$ cat src/rtl/led_ctrl_pkg.sv
// Shared encodings for the status-LED sequencer: command modes, FSM states, default tick length.
// The PAUSE state exists only when BURST_REPEAT_EN is defined.
package led_ctrl_pkg;

   localparam int TICK_MAX_DEFAULT = 24_999_999;

   typedef enum logic [1:0] {
      MODE_OFF   = 2'b00,
      MODE_ON    = 2'b01,
      MODE_BLINK = 2'b10,
      MODE_BURST = 2'b11
   } mode_e;

   typedef enum logic [2:0] {
      ST_IDLE,
      ST_SOLID,
      ST_BLINK,
      ST_BURST_ON,
      ST_BURST_OFF
`ifdef BURST_REPEAT_EN
      , ST_PAUSE
`endif
   } state_e;

endpackage

$ cat src/rtl/led_tick_gen.sv
// Free-running half-period tick: counts 0..TICK_MAX and pulses tick at the terminal count.
// restart forces the count back to 0 so the first tick lands TICK_MAX+1 cycles later.
module led_tick_gen
   import led_ctrl_pkg::*;
#(
   parameter int TICK_MAX = TICK_MAX_DEFAULT
) (
   input  logic clk,
   input  logic clear_n,
   input  logic restart,
   output logic tick
);

   localparam int CW = (TICK_MAX > 0) ? $clog2(TICK_MAX + 1) : 1;

   logic [CW-1:0] count;

   always_ff @(posedge clk or negedge clear_n) begin
      if (!clear_n) begin
         count <= '0;
      end else if (restart || (count == CW'(TICK_MAX))) begin
         count <= '0;
      end else begin
         count <= count + CW'(1);
      end
   end

   assign tick = (count == CW'(TICK_MAX));

endmodule

$ cat src/rtl/led_pattern_ctrl.sv
// Command-driven status-LED sequencer (OFF / ON / BLINK / BURST) with registered outputs.
// Optional macro BURST_REPEAT_EN adds a PAUSE state that re-runs the last burst forever.
//
// state        | meaning
// -------------+-----------------------------------------------
// ST_IDLE      | LED dark, ticks ignored, ready for a command
// ST_SOLID     | LED lit steadily, ticks ignored
// ST_BLINK     | LED toggles on every tick
// ST_BURST_ON  | lit half of a counted blink, not ready
// ST_BURST_OFF | dark half of a counted blink, not ready
// ST_PAUSE     | (repeat build) dark gap before the burst restarts
module led_pattern_ctrl
   import led_ctrl_pkg::*;
#(
   parameter int TICK_MAX = TICK_MAX_DEFAULT,
   parameter int CNT_W    = 4
`ifdef BURST_REPEAT_EN
   , parameter int PAUSE_TICKS = 4
`endif
) (
   input  logic             clk,
   input  logic             clear_n,
   input  logic             cmd_valid,
   output logic             cmd_ready,
   input  logic [1:0]       cmd_mode,
   input  logic [CNT_W-1:0] cmd_count,
   output logic             led_out,
   output logic             busy,
   output logic             done
);

   state_e           state, state_nxt;
   logic [CNT_W-1:0] burst_cnt, burst_cnt_nxt;
   logic             led_nxt, busy_nxt, done_nxt;
   logic             accept, tick;
   mode_e            mode;

`ifdef BURST_REPEAT_EN
   localparam int PW = (PAUSE_TICKS > 0) ? $clog2(PAUSE_TICKS + 1) : 1;
   logic [CNT_W-1:0] burst_len, burst_len_nxt;
   logic [PW-1:0]    pause_cnt, pause_cnt_nxt;
`endif

   assign mode   = mode_e'(cmd_mode);
   assign accept = cmd_valid && cmd_ready;

   always_comb begin
      cmd_ready = 1'b0;
      case (state)
         ST_IDLE, ST_SOLID, ST_BLINK: cmd_ready = 1'b1;
`ifdef BURST_REPEAT_EN
         ST_PAUSE:                    cmd_ready = 1'b1;
`endif
         default:                     cmd_ready = 1'b0;
      endcase
   end

   led_tick_gen #(.TICK_MAX(TICK_MAX)) u_tick_gen (
      .clk     (clk),
      .clear_n (clear_n),
      .restart (accept),
      .tick    (tick)
   );

   always_ff @(posedge clk or negedge clear_n) begin
      if (!clear_n) begin
         state     <= ST_IDLE;
         burst_cnt <= '0;
         led_out   <= 1'b0;
         busy      <= 1'b0;
         done      <= 1'b0;
`ifdef BURST_REPEAT_EN
         burst_len <= '0;
         pause_cnt <= '0;
`endif
      end else begin
         state     <= state_nxt;
         burst_cnt <= burst_cnt_nxt;
         led_out   <= led_nxt;
         busy      <= busy_nxt;
         done      <= done_nxt;
`ifdef BURST_REPEAT_EN
         burst_len <= burst_len_nxt;
         pause_cnt <= pause_cnt_nxt;
`endif
      end
   end

   always_comb begin
      state_nxt     = state;
      burst_cnt_nxt = burst_cnt;
      led_nxt       = led_out;
      busy_nxt      = busy;
      done_nxt      = 1'b0;
`ifdef BURST_REPEAT_EN
      burst_len_nxt = burst_len;
      pause_cnt_nxt = pause_cnt;
`endif
      if (accept) begin
         busy_nxt = 1'b0;
         case (mode)
            MODE_OFF: begin
               state_nxt = ST_IDLE;
               led_nxt   = 1'b0;
            end
            MODE_ON: begin
               state_nxt = ST_SOLID;
               led_nxt   = 1'b1;
            end
            MODE_BLINK: begin
               state_nxt = ST_BLINK;
               led_nxt   = 1'b1;
            end
            default: begin
               if (cmd_count != '0) begin
                  state_nxt     = ST_BURST_ON;
                  led_nxt       = 1'b1;
                  busy_nxt      = 1'b1;
                  burst_cnt_nxt = cmd_count;
`ifdef BURST_REPEAT_EN
                  burst_len_nxt = cmd_count;
`endif
               end else begin
                  // Empty burst completes at once: report done without ever going busy.
                  state_nxt = ST_IDLE;
                  led_nxt   = 1'b0;
                  done_nxt  = 1'b1;
               end
            end
         endcase
      end else if (tick) begin
         case (state)
            ST_BLINK: led_nxt = ~led_out;
            ST_BURST_ON: begin
               state_nxt = ST_BURST_OFF;
               led_nxt   = 1'b0;
            end
            ST_BURST_OFF: begin
               burst_cnt_nxt = burst_cnt - CNT_W'(1);
               if (burst_cnt == CNT_W'(1)) begin
                  busy_nxt = 1'b0;
                  done_nxt = 1'b1;
`ifdef BURST_REPEAT_EN
                  state_nxt     = ST_PAUSE;
                  pause_cnt_nxt = PW'(PAUSE_TICKS);
`else
                  state_nxt = ST_IDLE;
`endif
               end else begin
                  state_nxt = ST_BURST_ON;
                  led_nxt   = 1'b1;
               end
            end
`ifdef BURST_REPEAT_EN
            ST_PAUSE: begin
               if (pause_cnt <= PW'(1)) begin
                  state_nxt     = ST_BURST_ON;
                  led_nxt       = 1'b1;
                  busy_nxt      = 1'b1;
                  burst_cnt_nxt = burst_len;
               end else begin
                  pause_cnt_nxt = pause_cnt - PW'(1);
               end
            end
`endif
            default: ;
         endcase
      end
   end

endmodule

$ cat config.mk
export PLATFORM = sky130hd
export DESIGN_NAME = led_pattern_ctrl
export DESIGN_NICKNAME = d
export VERILOG_FILES = /design/src/rtl/led_ctrl_pkg.sv /design/src/rtl/led_tick_gen.sv /design/src/rtl/led_pattern_ctrl.sv
export SDC_FILE = /design/constraint.sdc
export NUM_CORES = 1
export LEC_CHECK = 0
export CORE_AREA = 2 2 74 76
export CTS_CLUSTER_DIAMETER = 50
export DETAILED_ROUTE_END_ITERATION = 7
export DIE_AREA = 0 0 76 78
export PLACE_DENSITY = 0.6
export SETUP_SLACK_MARGIN = 0.2
export SLEW_MARGIN = 20
export SYNTH_ARGS = -nofsm -noshare
export SYNTH_HDL_FRONTEND = slang
export SYNTH_SLANG_ARGS = --single-unit
$ cat constraint.sdc
create_clock -name clk -period 4.6 [get_ports clk]
set_clock_uncertainty 0.1 [all_clocks]
set_input_delay 0.46 -clock clk [delete_from_list [all_inputs] [get_ports clk]]
set_output_delay 0.46 -clock clk [all_outputs]
set_load 0.01 [all_outputs]
==> metrics.md <==
| Metric | Value |
|---|---|
| GP Congestion | 0.788 |
| Ys flop type | dfrtp_1 |
| First-pass GRT wire length | 7270 um |
| Core area | 5040 sq um |
| Die area | 5930 sq um |
| PortBufs | 12 |
| Startpoint types | flop |
| Grt total ovfl | 0 |
| Worst r2r src | u_tick_gen.count[17] |
| F_max | 345 MHz |
| Hold Path Class | flop to flop |
| DR vias | 1590 |
| Crit. End Element | flop |
| Post-Syn Area per Cell | 9.40 sq um |
| Total Power | 0.628 mW |
| VDD IR max | 0.000150 V |
| Post-CTS Setup Bufs | 0 |
| Final Hold Viols | 0 |
| Max-cap violations | 0 |
| Vias in the first global route | 1580 |
| Final core occ | 0.453 |
| Ant. Diodes | 0 |
| Setup TNS | 0 ns |
| Final WS setup | 1.71 ns |
| Ys async rst share | 1.00 |
| CTS Buffer Depth | 2 |
| GR Layer Usage met1 | 0.195 |
| Worst slew margin | 0.402 |
| Htree depth | 2 |
| Die height | 78 um |
| CTS Hold Bufs | 0 |
| Post_cts resized | 0 |
| Area of the multi-input gates | 1030 sq um |
| Area delta synth->final | 16.9% |
| Worst-Skew Late Latency | 0.29 ns |
| CP startpoint | u_tick_gen.count[17] |
| CP Max Fanout | 6 |
| Met2 GRT Util | 0.253 |
| Post-detailed-placement half-perimeter wirelength | 2900 um |
| RSZ-0062 raised after global routing | no |
| Synthesized flop and latch total | 35 |
| Pleak | 0.942 nW |
| PwrDens | 275 nW/um^2 |
| Synth area leaders | dfrtp_1 45%, nor2_1 6.7%, xor2_1 6.3% |
| Slew Viols, Final | 0 |
| Number of synthesized flops with an enable pin | 0 |
| Starting density of the core | 0.388 |
| Synth top area share | 0.448 |
| Synth Instances | 208 |
| Routed vias/inst | 5.35 |
| Filler cells | 481 |
| Synth cell count leaders | 35 x dfrtp_1, 35 x nor2_1, 20 x nand3_1, 14 x xor2_1, 12 x nand2_1 |
| Net Count, Synth | 224 |
| Largest net degree at the start of global routing | 36 |
| Clock slew at reported path FFs | 0.08 ns |
| Share of post-route cells with drive strength above 1 | 0.0749 |
| Leading area contributor after synthesis | dfrtp_1 |
| CTS Root Buffer Type | clkbuf_8 |
| Status | finished clean |
| CP Data Required Time | 4.67 ns |
| Synthesized area | 1960 sq um |
| Synth Warn # | 0 |
| Post-route DRC | 0 |
| Total CTS buffers | 5 |
| Final net count | 242 |
| GR peak layer | met2 |
| Sequential cell area | 876 sq um |
| Post-DRT Antenna Nets | 0 |
| DIE WIDTH | 76 um |
| M3 GR Usage | 0.0314 |
| Hold Startpoint | u_tick_gen.count[0] |
| Gr usage total | 0.152 |
| Endpoints failing setup | 0 |
| 1st-pass router iterations | 4 |
| Arrival @ worst endpoint | 2.96 ns |
| Fin crit share | 0.629 |
| Initial drt markers | 107 |
| Final min period | 2.89 ns |
| IO Pins | 13 |
| Initial antenna violation count | 0 |
| Wire per inst | 13.8 um |
| CTS sink count | 35 |
| Pre-CTS setup slack | 1.75 ns |
| WL final | 4110 um |
| Dpl cells | 289 |
| CTS tree | yes |
| Row cnt | 26 |
| Critical path type | flop to flop |
| Sequential cell area fraction in the yosys report | 0.448 |
| Post-synth cell types | 39 |
| Non-Filler Instances | 297 |
| Worst-margin pin slew | 0.890 ns |
-- through the flow --
stage               hold slack (ns)  instance area, sq um
finish                        0.414                  2290
global route                  0.446                  2290
CTS                           0.422                  2290
detailed placement            0.401                  2170
global placement              0.403                  2170
floorplan                    0.0644                  1960
-- state kept, by name, indices dropped and copies added, names as in the netlist --
name / count
state: 3
busy: 1
led_out: 1
burst_cnt: 4
done: 1
u_tick_gen.count: 25
-- path summary, 6_finish.rpt --
check                                        to  slack [ns]  cells past startpoint
min                         u_tick_gen.count[0]        0.41                      1
min in group asynchronous  u_tick_gen.count[23]        0.49                      2
min reg2reg                 u_tick_gen.count[0]        0.41                      1
max in group asynchronous  u_tick_gen.count[24]        3.59                      2
max reg2reg                        burst_cnt[2]        1.71                      5
max                                burst_cnt[2]        1.71                      5
-- cell families (layout without fill, tap and decap cells) --
kind of cell	after synthesis	count (layout)	synth area share
AO/OA/AOI/OAI	32	32	0.122
XOR/XNOR	22	22	0.0985
adder cells (fa/ha/maj)	7	7	0.0448
buffers and inverters	12	31	0.0243
flip-flops	35	35	0.448
multiplexers	2	2	0.0115
AND/OR/NAND/NOR	98	98	0.251
-- per-layer routing --
| metal | part of all wire | wire length, um |
|---|---|---|
| met2 | 0.48 | 1990 |
| met5 | 0 | 0 |
| met1 | 0.47 | 1920 |
| met3 | 0.032 | 133 |
| met4 | 0.017 | 70 |
-- cell usage in the layout (no fill, tap or decap), drive strengths merged, types with 2 or more instances in the layout --
| cell type | instances |
|---|---|
| ha | 7 |
| nor4 | 5 |
| a31oi | 2 |
| xnor2 | 8 |
| a21oi | 7 |
| nand4 | 5 |
| nand2 | 12 |
| o21ai | 8 |
| o2111ai | 2 |
| dfrtp | 35 |
| nor4b | 3 |
| buf | 3 |
| xor2 | 14 |
| clkdlybuf4s50 | 12 |
| nor3 | 2 |
| nor2 | 35 |
| inv | 8 |
| and2 | 3 |
| or4 | 4 |
| o22a | 4 |
| and3 | 5 |
| mux2 | 2 |
| clkbuf | 6 |
| nand3 | 20 |
-- final cells by class --
| type | instances | share of cell area |
|---|---|---|
| multi-input cells | 161 | 0.452 |
| flip-flops and latches | 35 | 0.383 |
| repair buffers | 15 | 0.0624 |
| well taps | 70 | 0.0383 |
| clock buffers | 6 | 0.0361 |
| clock inverters | 2 | 0.0153 |
| inverters | 8 | 0.0131 |
-- critical path: stages (launching register included) --
cell	delay [ns]
dfrtp_1	0.41
or4_4	0.55
or4_4	0.55
nor3_1	0.75
a41oi_1	0.20
o22a_1	0.22
-- report_power, final --
part / total, mW / switching (mW) / internal [mW]
combinational: 0.0273 / 0.0143 / 0.0130
clock: 0.289 / 0.113 / 0.175
sequential: 0.312 / 0.00255 / 0.310
(Power assumes the default switching activity.)
